**config.mk**
```make
export PLATFORM = sky130hd
export DESIGN_NAME = mat3_stream_loader_flat
export DESIGN_NICKNAME = d
export VERILOG_FILES = /design/src/rtl/mat3_stream_loader_pkg.sv /design/src/rtl/mat3_stream_loader_if.sv /design/src/rtl/mat3_stream_loader_elem_counter.sv /design/src/rtl/mat3_stream_loader.sv /design/src/flat_wrapper.sv
export SDC_FILE = /design/constraint.sdc
export NUM_CORES = 1
export LEC_CHECK = 0
export BUFFER_PORTS_ARGS = -buffer_cell sky130_fd_sc_hd__clkbuf_2
export CAP_MARGIN = 20
export CORE_ASPECT_RATIO = 1.25
export CORE_MARGIN = 2
export CORE_UTILIZATION = 52
export DETAILED_ROUTE_END_ITERATION = 10
export GPL_TIMING_DRIVEN = 0
export PLACE_DENSITY = 0.79
export SYNTH_ARGS = -nofsm -noshare
export SYNTH_HDL_FRONTEND = slang
export SYNTH_HIERARCHICAL = 1
export SYNTH_SLANG_ARGS = --single-unit
```
**constraint.sdc**
```tcl
create_clock -name clk -period 2.6 [get_ports clk]
set_input_delay 0.52 -clock clk [delete_from_list [all_inputs] [get_ports clk]]
set_output_delay 0.52 -clock clk [all_outputs]
set_load 0.02 [all_outputs]
```
**src/rtl/mat3_stream_loader_pkg.sv**
```systemverilog
// Shared types and constants for the 3x3 matrix stream loader.
// Holds the FSM state encoding, element-count widths, slot indices
// for the row-major elements a..i, and a slot-select decoder.
package mat3_pkg;

    typedef enum logic [1:0] {
        LOAD   = 2'd0,
        SETTLE = 2'd1,
        OUT    = 2'd2
    } state_e;

    localparam int N_ELEM   = 9;
    localparam int CNT_W    = 4;
    localparam int SETTLE_W = 4;

    // Row-major slot indices: a b c / d e f / g h i
    localparam logic [CNT_W-1:0] IDX_A = 4'd0;
    localparam logic [CNT_W-1:0] IDX_B = 4'd1;
    localparam logic [CNT_W-1:0] IDX_C = 4'd2;
    localparam logic [CNT_W-1:0] IDX_D = 4'd3;
    localparam logic [CNT_W-1:0] IDX_E = 4'd4;
    localparam logic [CNT_W-1:0] IDX_F = 4'd5;
    localparam logic [CNT_W-1:0] IDX_G = 4'd6;
    localparam logic [CNT_W-1:0] IDX_H = 4'd7;
    localparam logic [CNT_W-1:0] IDX_I = 4'd8;

    // One-hot slot select for an element index; out-of-range selects nothing
    function automatic logic [N_ELEM-1:0] slot_decode(input logic [CNT_W-1:0] idx);
        logic [N_ELEM-1:0] sel;
        case (idx)
            IDX_A:   sel = 9'b000000001;
            IDX_B:   sel = 9'b000000010;
            IDX_C:   sel = 9'b000000100;
            IDX_D:   sel = 9'b000001000;
            IDX_E:   sel = 9'b000010000;
            IDX_F:   sel = 9'b000100000;
            IDX_G:   sel = 9'b001000000;
            IDX_H:   sel = 9'b010000000;
            IDX_I:   sel = 9'b100000000;
            default: sel = 9'b000000000;
        endcase
        return sel;
    endfunction

endpackage

```
**src/rtl/mat3_stream_loader_if.sv**
```systemverilog
// Element input stream and determinant result stream of the loader.
// slave: loader side. master: producer/consumer side.
interface mat3_stream_loader_if #(
    parameter int DATA_W = 8
);
    logic              in_valid;
    logic              in_ready;
    logic [DATA_W-1:0] in_data;
    logic              in_last;
    logic              res_valid;
    logic              res_ready;
    logic [DATA_W-1:0] res_data;

    modport slave (
        input  in_valid,
        input  in_data,
        input  in_last,
        input  res_ready,
        output in_ready,
        output res_valid,
        output res_data
    );

    modport master (
        output in_valid,
        output in_data,
        output in_last,
        output res_ready,
        input  in_ready,
        input  res_valid,
        input  res_data
    );
endinterface

```
**src/rtl/mat3_stream_loader_elem_counter.sv**
```systemverilog
// Modulo-9 element index counter. Clear has priority over increment;
// is_last flags the index of element i so framing can be checked.
module mat3_elem_counter
    import mat3_pkg::*;
(
    input  logic             clk,
    input  logic             rst_n,
    input  logic             clr,
    input  logic             inc,
    output logic [CNT_W-1:0] count,
    output logic             is_last
);

    logic [CNT_W-1:0] count_r;

    // element index: clear, or advance and wrap after element i
    always_ff @(posedge clk or negedge rst_n) begin
        if (!rst_n) begin
            count_r <= {CNT_W{1'b0}};
        end else if (clr) begin
            count_r <= {CNT_W{1'b0}};
        end else if (inc) begin
            if (count_r == IDX_I) begin
                count_r <= {CNT_W{1'b0}};
            end else begin
                count_r <= count_r + {{(CNT_W-1){1'b0}}, 1'b1};
            end
        end else begin
            count_r <= count_r;
        end
    end

    assign count   = count_r;
    assign is_last = (count_r == IDX_I);

endmodule

```
**src/rtl/mat3_stream_loader.sv**
```systemverilog
// Serial feeder for a combinational 3x3 determinant unit.
// Collects nine row-major elements, freezes them on mat_flat for
// SETTLE_CYC cycles, captures det_result and offers it on the result stream.
// Optional build macro MAT3_SOFT_CLR_EN adds a synchronous soft_clr input.
module mat3_stream_loader
    import mat3_pkg::*;
#(
    parameter int DATA_W     = 8,
    parameter int SETTLE_CYC = 2    // legal 1..15
) (
    input  logic                     clk,
    input  logic                     rst_n,
`ifdef MAT3_SOFT_CLR_EN
    input  logic                     soft_clr,
`endif
    mat3_stream_loader_if.slave      bus,
    output logic [N_ELEM*DATA_W-1:0] mat_flat,
    input  logic [DATA_W-1:0]        det_result,
    output logic                     frame_err,
    output logic                     busy
);

    localparam logic [SETTLE_W-1:0] SETTLE_LOAD = SETTLE_W'(SETTLE_CYC - 1);
    localparam logic [SETTLE_W-1:0] SETTLE_ZERO = {SETTLE_W{1'b0}};
    localparam logic [SETTLE_W-1:0] SETTLE_ONE  = {{(SETTLE_W-1){1'b0}}, 1'b1};

    state_e                     state_r;
    state_e                     state_nxt_s;
    logic [SETTLE_W-1:0]        settle_cnt_r;
    logic [N_ELEM*DATA_W-1:0]   mat_flat_r;
    logic [DATA_W-1:0]          res_data_r;
    logic                       res_valid_r;
    logic                       in_ready_r;
    logic                       frame_err_r;
    logic                       busy_r;

    logic                       soft_clr_s;
    logic                       err_s;
    logic                       wr_s;
    logic                       frame_done_s;
    logic                       capture_s;
    logic                       res_hs_s;
    logic                       cnt_clr_s;
    logic                       cnt_inc_s;
    logic [CNT_W-1:0]           cnt_s;
    logic                       cnt_is_last_s;
    logic [N_ELEM-1:0]          slot_sel_s;

`ifdef MAT3_SOFT_CLR_EN
    assign soft_clr_s = soft_clr;
`else
    assign soft_clr_s = 1'b0;
`endif

    mat3_elem_counter u_elem_counter (
        .clk     (clk),
        .rst_n   (rst_n),
        .clr     (cnt_clr_s),
        .inc     (cnt_inc_s),
        .count   (cnt_s),
        .is_last (cnt_is_last_s)
    );

    assign slot_sel_s = slot_decode(cnt_s);

    // state register
    always_ff @(posedge clk or negedge rst_n) begin
        if (!rst_n) begin
            state_r <= LOAD;
        end else begin
            state_r <= state_nxt_s;
        end
    end

    // next state, framing decisions and counter control
    always_comb begin
        state_nxt_s  = state_r;
        err_s        = 1'b0;
        wr_s         = 1'b0;
        frame_done_s = 1'b0;
        capture_s    = 1'b0;
        res_hs_s     = 1'b0;
        cnt_clr_s    = 1'b0;
        cnt_inc_s    = 1'b0;
        if (soft_clr_s) begin
            // soft clear wins over any handshake in the same cycle
            state_nxt_s = LOAD;
            cnt_clr_s   = 1'b1;
        end else begin
            case (state_r)
                LOAD: begin
                    if (bus.in_valid && in_ready_r) begin
                        if (bus.in_last != cnt_is_last_s) begin
                            // in_last early, or missing on element i: drop and restart
                            err_s     = 1'b1;
                            cnt_clr_s = 1'b1;
                        end else begin
                            wr_s      = 1'b1;
                            cnt_inc_s = 1'b1;
                            if (cnt_is_last_s) begin
                                frame_done_s = 1'b1;
                                state_nxt_s  = SETTLE;
                            end else begin
                                state_nxt_s  = LOAD;
                            end
                        end
                    end else begin
                        state_nxt_s = LOAD;
                    end
                end
                SETTLE: begin
                    if (settle_cnt_r == SETTLE_ZERO) begin
                        capture_s   = 1'b1;
                        state_nxt_s = OUT;
                    end else begin
                        state_nxt_s = SETTLE;
                    end
                end
                OUT: begin
                    if (res_valid_r && bus.res_ready) begin
                        res_hs_s    = 1'b1;
                        cnt_clr_s   = 1'b1;
                        state_nxt_s = LOAD;
                    end else begin
                        state_nxt_s = OUT;
                    end
                end
                default: begin
                    state_nxt_s = LOAD;
                    cnt_clr_s   = 1'b1;
                end
            endcase
        end
    end

    // settle window countdown, armed by the last element of a good frame
    always_ff @(posedge clk or negedge rst_n) begin
        if (!rst_n) begin
            settle_cnt_r <= SETTLE_ZERO;
        end else if (frame_done_s) begin
            settle_cnt_r <= SETTLE_LOAD;
        end else if (state_r == SETTLE && settle_cnt_r != SETTLE_ZERO && !soft_clr_s) begin
            settle_cnt_r <= settle_cnt_r - SETTLE_ONE;
        end else begin
            settle_cnt_r <= settle_cnt_r;
        end
    end

    // element register file: an accepted element lands in its indexed slot
    always_ff @(posedge clk or negedge rst_n) begin
        if (!rst_n) begin
            mat_flat_r <= {(N_ELEM*DATA_W){1'b0}};
        end else if (wr_s) begin
            for (int k = 0; k < N_ELEM; k++) begin
                if (slot_sel_s[k]) begin
                    mat_flat_r[k*DATA_W +: DATA_W] <= bus.in_data;
                end
            end
        end else begin
            mat_flat_r <= mat_flat_r;
        end
    end

    // result register: determinant captured verbatim at the end of settle
    always_ff @(posedge clk or negedge rst_n) begin
        if (!rst_n) begin
            res_data_r  <= {DATA_W{1'b0}};
            res_valid_r <= 1'b0;
        end else if (soft_clr_s) begin
            res_data_r  <= res_data_r;
            res_valid_r <= 1'b0;
        end else if (capture_s) begin
            res_data_r  <= det_result;
            res_valid_r <= 1'b1;
        end else if (res_hs_s) begin
            res_data_r  <= res_data_r;
            res_valid_r <= 1'b0;
        end else begin
            res_data_r  <= res_data_r;
            res_valid_r <= res_valid_r;
        end
    end

    // registered status outputs derived from the upcoming state
    always_ff @(posedge clk or negedge rst_n) begin
        if (!rst_n) begin
            in_ready_r  <= 1'b0;
            busy_r      <= 1'b0;
            frame_err_r <= 1'b0;
        end else begin
            in_ready_r  <= (state_nxt_s == LOAD);
            busy_r      <= (state_nxt_s != LOAD);
            frame_err_r <= err_s;
        end
    end

    assign bus.in_ready  = in_ready_r;
    assign bus.res_valid = res_valid_r;
    assign bus.res_data  = res_data_r;
    assign mat_flat      = mat_flat_r;
    assign frame_err     = frame_err_r;
    assign busy          = busy_r;

endmodule

```
**src/flat_wrapper.sv**
```systemverilog
// flat-port wrapper written by rule: the top's interface ports become plain ports
module mat3_stream_loader_flat import mat3_pkg::*;
#(
    parameter int DATA_W     = 8,
    parameter int SETTLE_CYC = 2                  
)
  (clk, rst_n, mat_flat, det_result, frame_err, busy, bus_in_valid, bus_in_data, bus_in_last, bus_res_ready, bus_in_ready, bus_res_valid, bus_res_data);
  mat3_stream_loader_if #(.DATA_W(DATA_W)) bus_i ();
  input  logic clk;
  input  logic rst_n;
  output logic [N_ELEM*DATA_W-1:0] mat_flat;
  input  logic [DATA_W-1:0] det_result;
  output logic frame_err;
  output logic busy;
  input wire logic [$bits(bus_i.in_valid)-1:0] bus_in_valid;
  input wire logic [$bits(bus_i.in_data)-1:0] bus_in_data;
  input wire logic [$bits(bus_i.in_last)-1:0] bus_in_last;
  input wire logic [$bits(bus_i.res_ready)-1:0] bus_res_ready;
  output wire logic [$bits(bus_i.in_ready)-1:0] bus_in_ready;
  output wire logic [$bits(bus_i.res_valid)-1:0] bus_res_valid;
  output wire logic [$bits(bus_i.res_data)-1:0] bus_res_data;
  assign bus_i.in_valid = bus_in_valid;
  assign bus_i.in_data = bus_in_data;
  assign bus_i.in_last = bus_in_last;
  assign bus_i.res_ready = bus_res_ready;
  assign bus_in_ready = bus_i.in_ready;
  assign bus_res_valid = bus_i.res_valid;
  assign bus_res_data = bus_i.res_data;
  mat3_stream_loader #(.DATA_W(DATA_W), .SETTLE_CYC(SETTLE_CYC)) u_core (.clk(clk), .rst_n(rst_n), .bus(bus_i), .mat_flat(mat_flat), .det_result(det_result), .frame_err(frame_err), .busy(busy));
endmodule
```
==> impl_metrics.toml, run 1 <==
[timing]
slew_headroom = 0.506
tightest_slew_ns = 0.741
min_period_ns = 2.48
rsz0062_at_grt = "yes"
hold_viol_final = 0
fin_crit_sh = 0.952
maxClockFrequency_ghz = 0.404
finalSetupTns_ns = 0
worst_slack_ns = 0.124
clock_skew_ns = 0.00836
setup_violations = 0
drv_slew = 0

[setup_path]
r2r-end = "u_core/mat_flat[13]"
crit_slowest_cell = "dfrtp_2"
path_cells = "inv_1, ha_1, nand2_1, nor2_2, ha_1, nor2b_4, and4b_1, buf_4, mux2_2"
crit_path_end = "u_core/mat_flat[13]"
arrival_ns = 2.71
crit_top_cell = "ha_1"
cp.depth = 9
cp_max_fo = 8
reg2reg_slack_ns = 0.12
crit_path_start_kind = "register"
crit_buf_inv = 2
setup.worst_path.end_class = "register"
cp-startpoint = "u_core/u_elem_counter/count[0]"
crit_family = "simple AND/OR/NAND/NOR gates"
cp.required_ns = 2.83
criticalPathCategory = "reg2reg"
reg2regPathDepth = 9
r2r_start = "u_core/u_elem_counter/count[0]"
critPathMaxStageDelay_ns = 0.48

[synthesis]
yosysWarningCount = 6
synth.distinct_cells = 42
synthSimpleGateAreaFrac = 0.0867
synth_top_flop_cell = "dfrtp_1"
yosys-top-cells-area = "dfrtp_1 (61%), mux2_2 (23%), nand4_4 (2.2%), ha_1 (1.3%), nand4b_2 (0.78%)"
muxShareOfSynthArea = 0.236
ys_async_sr_fraction = 1.00
synth_top_family_by_area = "multiplexers"
synth.largest_area_cell = "dfrtp_1"
ys_ff_latch = 94
syn-num-nets = 276
synthCells = 251
yosysSeqAreaShare = 0.610
yosysTopAreaCellShare = 0.610
avgSynthCellArea_sq_um = 15.4
synth-edff-count = 0
yosys.area_share.xor_xnor = 0
synthAdderAreaFrac = 0.0130
synth_area_sq_um = 3850
synth_compound_area_frac = 0.0399

[global_route]
grt_start_max_net_pins = 54
antenna_found_initial = 0
first_global_vias = 2493
grt_usage = 0.203
grt_pass1_wl_um = 12500
grt_overflow_total = 0

[placed_design]
io_buffers = 104
place_ws_ns = -0.0132
hpwl_um = 5560
place_area_sq_um = 4510
post-place-cells = 448
place_congestion = 0.787

[clock_network]
clockRootBuffer = "clkbuf_8"
clock_latency_ns = 0.34
htree_num_levels = 3
cts_made_buffers = 9
clk_path_buf_depth = 2
cts_tree = "yes"
hold_buffers = 0
numClockSinks = 94
clkTransAtPathRegs_ns = 0.09

[power_and_ir_drop]
p_per_area_nw_per_um2 = 803
ir_drop_mv = 0.776
total_power_mw = 3.81
p_leak_nw = 2.50

[route]
drc = 0
dr.pass1.iters = 4
wire_per_inst_um = 16.8
wirelength_um = 7780
drtIter0Drc = 79
avgViaCountPerCell = 5.32
vias = 2468
antenna_left = 0

[die]
die_y_um = 100
core_sq_um = 7270
ioPinCount = 105
fp.dieW_um = 81.0
start_util = 0.530
rows = 35
die_area_sq_um = 8120

[layout]
drive_gt1_frac = 0.591
final_cell_mix = "clkbuf_2 (103), dfrtp_1 (93), mux2_2 (80), clkbuf_8 (10)"
nFillCells = 559
final_cell_area_sq_um = 4740
diodes = 0
synthToLayoutAreaGrowth_pct = 23.0
mostFrequentLayoutCell = "clkbuf_2"
stdcell_count = 464
nets = 393

[job]
maxCapViolCount = 0

[min_path]
hold_path_class = "in2async"

[run_status]
outcome = "finished clean"
sequential cells by signal (all words and copies together) (netlist names):
name                         cells
u_core/settle_cnt_r              4
u_core/mat_flat                 72
u_core/busy                      1
u_core/bus.res_valid             1
u_core/state_r                   2
u_core/frame_err                 1
u_core/bus.in_ready              1
u_core/u_elem_counter/count      4
u_core/bus.res_data              8
stage by stage:
step           utilization  hold WS, ns
2_1_floorplan            -        0.224
3_3_place_gp         0.618        0.486
3_5_place_dp         0.621        0.492
4_1_cts              0.648        0.264
5_1_grt              0.652        0.312
6_report             0.652        0.250
Yosys cell counts (2+ instances only):
master,instances
dfrtp_1,94
mux2_2,80
inv_1,6
nand2_1,6
nor2_1,5
ha_1,4
nand4_4,4
o21ai_0,4
a21boi_0,3
a21o_1,3
a21oi_1,3
and2b_1,2
and4b_1,2
clkbuf_1,2
nand2b_1,2
nand3_1,2
nand3_2,2
nand4b_2,2
or3_1,2
worst reg2reg max path, cell delays in order (launching register included):
cell and delay, ns:
dfrtp_2 0.48, inv_1 0.11, ha_1 0.17, nand2_1 0.10
nor2_2 0.18, ha_1 0.35, nor2b_4 0.22, and4b_1 0.23
buf_4 0.19, mux2_2 0.35
report_power, final:
group | switching, mW | total, mW | internal (mW)
Clock | 0.494 | 0.961 | 0.468
Sequential | 0.144 | 1.86 | 1.72
Combinational | 0.591 | 0.983 | 0.392
cell type report:
type,instances,area [sq um],area share
tap,92,115,0.0243
timing repair buffer,106,551,0.116
sequential,94,2350,0.496
clock inverter,5,58.8,0.0124
inverter,6,22.5,0.00475
multi-input combinational,146,1470,0.310
buffer,5,31.3,0.00660
clock buffer,10,138,0.0290
cell families (layout without fill, tap and decap cells):
group,Yosys count,in the layout
flip-flops,94,94
multiplexers,81,81
AND/OR/NAND/NOR,39,39
AO/OA/AOI/OAI,22,22
buffers and inverters,11,132
adder cells (fa/ha/maj),4,4
routing by layer:
| metal | GRT usage | vias up | share of wire |
|---|---|---|---|
| li1 | - | 1134 | - |
| met1 | 0.256 | 1261 | 0.41 |
| met3 | 0.0665 | 6 | 0.066 |
| met2 | 0.334 | 67 | 0.52 |
| met5 | 0 | - | 0 |
| met4 | 0.0587 | 0 | 0.0078 |
timing repair:
| item | 4_1_cts | 5_1_grt |
|---|---|---|
| buffers inserted | 0 | 1 |
| gates resized for setup | 0 | 5 |
| setup endpoints to repair | 16 | 62 |
worst min path at each step:
stage	endpoint	slack, ns
floorplan	u_core/bus.in_ready	0.22
global placement	u_core/bus.res_data[5]	0.49
detailed placement	u_core/mat_flat[40]	0.49
CTS	u_core/bus.res_data[5]	0.26
global route	u_core/bus.res_data[5]	0.31
finish	u_core/bus.res_data[5]	0.25
Note: power is estimated with default switching activity, not from simulation.
==> run 2: changes to the inputs <==
--- a/config.mk
+++ b/config.mk
@@ -5,14 +5,16 @@
 export SDC_FILE = /design/constraint.sdc
 export NUM_CORES = 1
 export LEC_CHECK = 0
-export BUFFER_PORTS_ARGS = -buffer_cell sky130_fd_sc_hd__clkbuf_2
+export BUFFER_PORTS_ARGS = -buffer_cell sky130_fd_sc_hd__buf_2
 export CAP_MARGIN = 20
+export CELL_PAD_IN_SITES_DETAIL_PLACEMENT = 1
+export CELL_PAD_IN_SITES_GLOBAL_PLACEMENT = 1
 export CORE_ASPECT_RATIO = 1.25
 export CORE_MARGIN = 2
-export CORE_UTILIZATION = 52
+export CORE_UTILIZATION = 42
 export DETAILED_ROUTE_END_ITERATION = 10
 export GPL_TIMING_DRIVEN = 0
-export PLACE_DENSITY = 0.79
+export PLACE_DENSITY_LB_ADDON = 0.1
 export SYNTH_ARGS = -nofsm -noshare
 export SYNTH_HDL_FRONTEND = slang
 export SYNTH_HIERARCHICAL = 1
==> run 2 against run 1 <==
First-iteration DRC count shrank 6.3%. Hold slack worse by 0.15 ns. Flip-flop and latch count unchanged. Maximum frequency rose by 0.87%. Die area increased by 23%.
==> impl_metrics.toml, run 2 (synthesis results as in run 1) <==
[route]
antenna_left = 0
wirelength_um = 8710
drc = 0
avgViaCountPerCell = 4.99
drtIter0Drc = 74
dr.pass1.iters = 3
wire_per_inst_um = 17.5
vias = 2484

[clock_network]
clk_path_buf_depth = 2
clockRootBuffer = "clkbuf_16"
cts_tree = "yes"
numClockSinks = 94
clock_latency_ns = 0.34
hold_buffers = 0
cts_made_buffers = 9
htree_num_levels = 3
clkTransAtPathRegs_ns = 0.06

[timing]
drv_slew = 0
fin_crit_sh = 0.944
slew_headroom = 0.607
setup_violations = 0
min_period_ns = 2.45
clock_skew_ns = 0.00579
maxClockFrequency_ghz = 0.407
tightest_slew_ns = 0.587
hold_viol_final = 0
worst_slack_ns = 0.145

[global_route]
grt_overflow_total = 0
antenna_found_initial = 0
first_global_vias = 2671
grt_start_max_net_pins = 69
grt_usage = 0.191
grt_pass1_wl_um = 14200

[min_path]
hold_path_class = "in2async"

[layout]
largest_register_ffs = 72
synthToLayoutAreaGrowth_pct = 28.2
mostFrequentLayoutCell = "buf_2"
final_cell_mix = "buf_2 (104), dfrtp_1 (93), mux2_2 (80), clkbuf_16 (9)"
nFillCells = 942
drive_gt1_frac = 0.597
diodes = 0
nets = 396

[setup_path]
reg2regPathDepth = 9
cp.required_ns = 2.82
criticalPathCategory = "reg2reg"
crit_top_cell = "ha_1"
path_cells = "inv_1, ha_1, nand2_1, nor2_2, ha_1, nor2b_4, and4b_1, buf_4, mux2_2"
critPathMaxStageDelay_ns = 0.48
setup.worst_path.end_class = "register"
arrival_ns = 2.68
cp_max_fo = 8
crit_slowest_cell = "dfrtp_2"
crit_path_start_kind = "register"

[job]
maxCapViolCount = 0

[die]
start_util = 0.427
core_sq_um = 9030
rows = 39
die_area_sq_um = 9970
fp.dieW_um = 89.7
die_y_um = 111
ioPinCount = 105

[run_status]
outcome = "finished clean"

[power_and_ir_drop]
ir_drop_mv = 0.503
p_per_area_nw_per_um2 = 847
p_leak_nw = 2.62
total_power_mw = 4.18

[placed_design]
io_buffers = 104
hpwl_um = 6240
place_ws_ns = -0.124
place_congestion = 0.762
run 2: final timing paths:
kind,from,end,slack [ns]
setup / recovery,u_core/u_elem_counter/count[0],u_core/mat_flat[8],0.15
hold reg to reg,u_core/bus.res_data[2],u_core/bus.res_data[2],0.50
setup reg to reg,u_core/u_elem_counter/count[0],u_core/mat_flat[8],0.15
hold / removal,rst_n,u_core/bus.res_data[4],0.10
min in group clk,det_result[5],u_core/bus.res_data[5],0.41
max in group asynchronous,rst_n,u_core/u_elem_counter/count[0],1.84
run 2: critical path, delay by kind of cell (launching register included):
family        cells  cell delay, ns
simple gates      4            0.68
fa+ha+maj         2            0.54
flops             1            0.48
mux               1            0.35
buf+inv           2            0.28
run 2: timing repair:
| action | CTS | global route |
|---|---|---|
| setup endpoints to repair | 40 | 50 |
| gates resized for setup | 6 | 4 |
| pin swaps | 0 | 1 |
| buffers inserted | 0 | 4 |
run 2: per-stage QoR:
stage / util / TNS, ns / instances / hold WS (ns) / cell area, sq um
final: 0.547 / 0 / 498 / 0.102 / 4940
after global routing: 0.547 / -0.0526 / 498 / 0.118 / 4940
after CTS: 0.542 / 0 / 494 / 0.101 / 4890
after detailed placement: 0.505 / -2.64 / 479 / 0.468 / 4560
after global placement: 0.502 / -0.188 / 478 / 0.483 / 4530
after floorplan: - / 0 / 251 / 0.224 / 3850
run 2: final cells by class:
class	count	area (sq um)	area share
sequential	94	2350	0.476
multi-input combinational	146	1500	0.303
timing repair buffer	109	581	0.117
clock buffer	12	256	0.0519
tap	123	154	0.0311
clock inverter	3	43.8	0.00886
buffer	5	31.3	0.00633
inverter	6	22.5	0.00456
run 2: routing by layer:
layer / vias to the layer above / part of all wire / track usage / wire length [um]
li1: 1146 / - / - / -
met1: 1273 / 0.38 / 0.224 / 3280
met2: 57 / 0.55 / 0.323 / 4750
met3: 8 / 0.065 / 0.0678 / 565
met4: 0 / 0.014 / 0.0567 / 119
met5: - / 0 / 0 / 0
run 2: power by group:
| group | internal [mW] | switching [mW] |
|---|---|---|
| registers | 1.72 | 0.137 |
| logic | 0.408 | 0.598 |
| clock network | 0.793 | 0.527 |
